## config.mk

```make
export PLATFORM = sky130hd
export DESIGN_NAME = armstrong_checker_seq
export DESIGN_NICKNAME = d
export VERILOG_FILES = /design/src/rtl/armstrong_checker_seq.sv
export SDC_FILE = /design/constraint.sdc
export NUM_CORES = 1
export LEC_CHECK = 0
export BUFFER_PORTS_ARGS = -buffer_cell sky130_fd_sc_hd__buf_2
export CORE_MARGIN = 3
export CORE_UTILIZATION = 40
export DETAILED_ROUTE_END_ITERATION = 8
export GPL_TIMING_DRIVEN = 0
export MAX_ROUTING_LAYER = met4
export PLACE_DENSITY = 0.68
export SYNTH_ARGS = -nofsm -noshare
export SYNTH_HDL_FRONTEND = slang
export SYNTH_SLANG_ARGS = --single-unit
export TNS_END_PERCENT = 20
```

## constraint.sdc

```tcl
create_clock -name clk -period 8.4 [get_ports clk]
set_clock_uncertainty 0.05 [all_clocks]
set_input_delay 1.68 -clock clk [delete_from_list [all_inputs] [get_ports clk]]
set_output_delay 1.68 -clock clk [all_outputs]
set_load 0.02 [all_outputs]
```

## src/rtl/armstrong_checker_seq.sv

```systemverilog
// armstrong_checker_seq
// Multi-cycle Armstrong-number checker behind a start/done handshake.
// The operand's decimal digits are counted first (one /10 per clock).
// Each digit is then extracted least-significant first, raised to the
// power k (one multiply per clock) and accumulated.
// Optional macro ARMSTRONG_EARLY_EXIT_EN: abandon the operation as soon as
// the running sum exceeds the operand or overflows.
module armstrong_checker_seq #(
    parameter int WIDTH = 16,
    parameter int ACC_W = WIDTH + 8,
    parameter int DC_W  = 6
) (
    input  logic             clk,
    input  logic             rst,
    input  logic             start,
    input  logic [WIDTH-1:0] num,
    output logic             busy,
    output logic             done,
    output logic             is_armstrong,
    output logic [DC_W-1:0]  digit_count
);

    typedef enum logic [2:0] {
        S_IDLE,
        S_COUNT,
        S_EXTRACT,
        S_POW,
        S_CMP
    } state_t;

    localparam logic [WIDTH-1:0] TEN = WIDTH'(10);

    state_t            r_state;
    state_t            w_state_next;

    logic [WIDTH-1:0]  r_num;     // operand latched at start
    logic [WIDTH-1:0]  r_q;       // quotient used while counting digits
    logic [WIDTH-1:0]  r_r;       // remainder source while extracting digits
    logic [DC_W-1:0]   r_k;       // number of decimal digits
    logic [DC_W-1:0]   r_i;       // power step within the current digit
    logic [3:0]        r_d;       // current digit
    logic [ACC_W-1:0]  r_pow;
    logic [ACC_W-1:0]  r_sum;
    logic              r_ovf;     // sticky: some pow/sum saturated

    logic [WIDTH-1:0]  w_q_div;
    logic [WIDTH-1:0]  w_r_div;
    logic [3:0]        w_digit;
    logic [ACC_W+3:0]  w_prod;
    logic              w_prod_ovf;
    logic [ACC_W-1:0]  w_pow_sat;
    logic [ACC_W:0]    w_sum_wide;
    logic              w_sum_ovf;
    logic [ACC_W-1:0]  w_sum_sat;
    logic              w_last_pow;
    logic              w_more_digits;

    // Constant-divisor arithmetic and saturating multiply/accumulate
    assign w_q_div       = r_q / TEN;
    assign w_r_div       = r_r / TEN;
    assign w_digit       = 4'(r_r % TEN);
    assign w_prod        = (ACC_W+4)'(r_pow) * (ACC_W+4)'(r_d);
    assign w_prod_ovf    = |w_prod[ACC_W+3:ACC_W];
    assign w_pow_sat     = w_prod_ovf ? {ACC_W{1'b1}} : w_prod[ACC_W-1:0];
    assign w_sum_wide    = {1'b0, r_sum} + {1'b0, w_pow_sat};
    assign w_sum_ovf     = w_sum_wide[ACC_W];
    assign w_sum_sat     = w_sum_ovf ? {ACC_W{1'b1}} : w_sum_wide[ACC_W-1:0];
    assign w_last_pow    = (r_i == r_k - DC_W'(1));
    // The leading digit is never zero (except num=0, which has k=1), so a
    // zero remainder source means every digit has been consumed.
    assign w_more_digits = (r_r != '0);

`ifdef ARMSTRONG_EARLY_EXIT_EN
    logic w_early_exit;
    assign w_early_exit = (w_sum_sat > ACC_W'(r_num)) || r_ovf
                          || w_prod_ovf || w_sum_ovf;
`endif

    // State register
    always_ff @(posedge clk or posedge rst) begin
        if (rst) begin
            r_state <= S_IDLE;
        end else begin
            r_state <= w_state_next;
        end
    end

    // Next-state logic
    always_comb begin
        w_state_next = r_state;
        case (r_state)
            S_IDLE: begin
                if (start) begin
                    w_state_next = S_COUNT;
                end
            end
            S_COUNT: begin
                if (w_q_div == '0) begin
                    w_state_next = S_EXTRACT;
                end
            end
            S_EXTRACT: begin
                w_state_next = S_POW;
            end
            S_POW: begin
                if (w_last_pow) begin
`ifdef ARMSTRONG_EARLY_EXIT_EN
                    if (w_early_exit || !w_more_digits) begin
                        w_state_next = S_CMP;
                    end else begin
                        w_state_next = S_EXTRACT;
                    end
`else
                    if (w_more_digits) begin
                        w_state_next = S_EXTRACT;
                    end else begin
                        w_state_next = S_CMP;
                    end
`endif
                end
            end
            S_CMP: begin
                w_state_next = S_IDLE;
            end
            default: begin
                w_state_next = S_IDLE;
            end
        endcase
    end

    // Datapath and handshake outputs, advanced according to the current state
    always_ff @(posedge clk or posedge rst) begin
        if (rst) begin
            r_num        <= '0;
            r_q          <= '0;
            r_r          <= '0;
            r_k          <= '0;
            r_i          <= '0;
            r_d          <= '0;
            r_pow        <= '0;
            r_sum        <= '0;
            r_ovf        <= 1'b0;
            busy         <= 1'b0;
            done         <= 1'b0;
            is_armstrong <= 1'b0;
            digit_count  <= '0;
        end else begin
            done <= 1'b0;
            case (r_state)
                S_IDLE: begin
                    if (start) begin
                        r_num        <= num;
                        r_q          <= num;
                        r_r          <= num;
                        r_k          <= '0;
                        r_sum        <= '0;
                        r_ovf        <= 1'b0;
                        is_armstrong <= 1'b0;
                        digit_count  <= '0;
                        busy         <= 1'b1;
                    end
                end
                S_COUNT: begin
                    r_q <= w_q_div;
                    r_k <= r_k + DC_W'(1);
                end
                S_EXTRACT: begin
                    r_d   <= w_digit;
                    r_r   <= w_r_div;
                    r_pow <= ACC_W'(1);
                    r_i   <= '0;
                end
                S_POW: begin
                    r_pow <= w_pow_sat;
                    r_i   <= r_i + DC_W'(1);
                    if (w_last_pow) begin
                        r_sum <= w_sum_sat;
                        r_ovf <= r_ovf | w_prod_ovf | w_sum_ovf;
                    end else begin
                        r_ovf <= r_ovf | w_prod_ovf;
                    end
                end
                S_CMP: begin
                    is_armstrong <= (r_sum == ACC_W'(r_num)) && !r_ovf;
                    digit_count  <= r_k;
                    done         <= 1'b1;
                    busy         <= 1'b0;
                end
                default: begin
                    busy <= 1'b0;
                end
            endcase
        end
    end

endmodule

```

==> metrics <==
Worst EP arrival 8580 ps; CP max stage delay 540 ps; CTS tree done; CP Class reg2reg; NumNets Final 1790; CTS Sinks 124; Congestion Overflow GR 0; Clock Path Buffers 2; critical path's slowest cell fa_1; clock root buffer clkbuf_16; gpl congestion 0.960; final setup TNS 0 ps; Rel. slew slack 22.4%; Pins Over Slew Limit 0; synthesized flop and latch total 124; worst min path class reg2reg; clk_lat worst skew 420 ps; Area after DPL 0.0137 mm2; Vias/cell 6.08; Ant. Diodes 0; HPWL after DPL 27.9 mm; fmax 120 MHz; drt initial violations 1137; top_reg_cell synth dfrtp_1; Placement Setup Slack -1590 ps; # rows 65; max cap viols 0; most frequent cell on the critical path a21oi_2; area grow syn2layout 13.8%; synthesized netlist cell count 1594; core box area 0.0317 mm2; fin crit share 99.3%; top post-synthesis cells by area dfrtp_1, fa_1, nand2_1, ha_1, a21oi_1; WL per Instance 18.0 um; Hold Fails Final Rpt 0; synthesized area per cell 8.12 um2; leading area contributor after synthesis dfrtp_1; unrepaired setup endpoints after global routing true; Layout Utilization 46.5%; Die H 186 um; top post-synthesis cells by count nand2_1, dfrtp_1, a21oi_1, inv_1, nor2_1; CTS Hold Bufs 0; Pre-antenna DRT Iters 6; io pins 28; layout cells sized above 1 12.4%; top-area cell type share of the netlist area 24.0%; Synth Cell Area 0.0129 mm2; status finished clean; IO Port Bufs 27; FF+latch area 0.00311 mm2; CP Capture Type flip-flop; crit start category flip-flop; Yosys cell types 115; CTS Buf Count 17; Final ANT Viol Nets 0; Die Width 186 um; die area 0.0346 mm2; overall routed net length 37.4 mm; share of flip-flops with an asynchronous set or reset 100%; largest net degree at the start of global routing 69; Syn Nets 1718; fill count 3035; WP data required 8650 ps; Final Critical Period 8340 ps; vias post-DR 12700; global-route wire length before repair 61.9 mm; number of H-tree levels 4; synth warn 0; Seq/Total Area, Yosys 24.0%; Global Route Usage Sum 22.6%; Slew @ Worst Pin 1160 ps; initial antenna violation count 0; DRC violations left 0; initial core utilization 40.8%; multi-input combinational cell area 0.00920 mm2; Final setup viols 0; number of synthesized flops with an enable pin 0; CP max FO 8; worst setup margin 62.2 ps; final std cell area, no fill 0.0147 mm2; clock slew at reported path FFs 50 ps; top-count cell post-synth nand2_1; vias in the first global route 12100
-- final cells by class --
cell class,instances,share of cell area [%]
inverter,98,2.53
tap,402,3.41
buffer,105,3.80
multi-input combinational,1266,62.5
clock inverter,6,0.900
sequential,124,21.1
clock buffer,25,3.36
timing repair buffer,54,2.45
-- per-layer routing --
layer | vias to the layer above | global-route usage (%) | wire [um]
li1 | 5929 | - | -
met1 | 6188 | 30.7 | 16900
met5 | - | - | 0
met3 | 64 | 3.36 | 2250
met4 | 0 | 6.49 | 805
met2 | 470 | 35.1 | 17400
-- layout by cell type, fill, tap and decap left out, types with 46 or more instances in the layout --
cell type  instances
nand2_1          206
ha_1              57
buf_2             46
o21ai_0           68
a21oi_1          100
xnor2_1           52
and2_1            59
inv_1             92
clkbuf_1          69
nor2_1            83
dfrtp_1          122
-- critical path: cells and delay by family, from the launching register on --
kind | cells | cell delay, ps
compound gates | 28 | 4750
fa+ha+maj | 5 | 1910
buf+inv | 3 | 340
flops | 1 | 440
simple gates | 4 | 720
-- timing repair --
action / CTS / global route
setup endpoints to repair: 25 / 25
pin swaps: 12 / 37
gates resized for setup: 39 / 29
setup buffers: 11 / 15
-- final timing paths --
kind | start | endpoint | slack [ps] | cells past startpoint
min in group asynchronous | rst | r_r[13] | 1250 | 2
setup reg to reg | r_d[3] | r_ovf | 60 | 40
hold reg to reg | digit_count[3] | digit_count[3] | 440 | 1
hold / removal | digit_count[3] | digit_count[3] | 440 | 1
max in group asynchronous | rst | r_i[2] | 6290 | 3
setup / recovery | r_d[3] | r_ovf | 60 | 40
-- metrics by stage --
stage          std cells  hold WS, ps
3_5_place_dp        2024          426
3_3_place_gp        2023          429
2_1_floorplan       1594          412
4_1_cts             2066          447
5_1_grt             2080          472
6_report            2080          440
-- flip-flops by register name, indices dropped and copies added (netlist names) --
name and cells:
r_d 4, r_r 16, r_num 16, r_k 6
r_ovf 1, r_state 3, r_q 15, digit_count 6
r_sum 24, busy 1, is_armstrong 1, r_i 6
r_pow 24, done 1
-- cells by family (layout without fill, tap and decap cells) --
kind of cell / after synthesis / after routing / synth area share, %
AO/OA/AOI/OAI: 506 / 506 / 27.9
XOR/XNOR: 77 / 77 / 5.27
adder cells (fa/ha/maj): 107 / 107 / 12.9
buffers and inverters: 204 / 288 / 6.53
flip-flops: 124 / 124 / 24.0
multiplexers: 22 / 22 / 1.85
AND/OR/NAND/NOR: 554 / 554 / 21.6
Power is not shown: default switching activity piles up to over one toggle a cycle in this logic, so the estimate is an artifact.
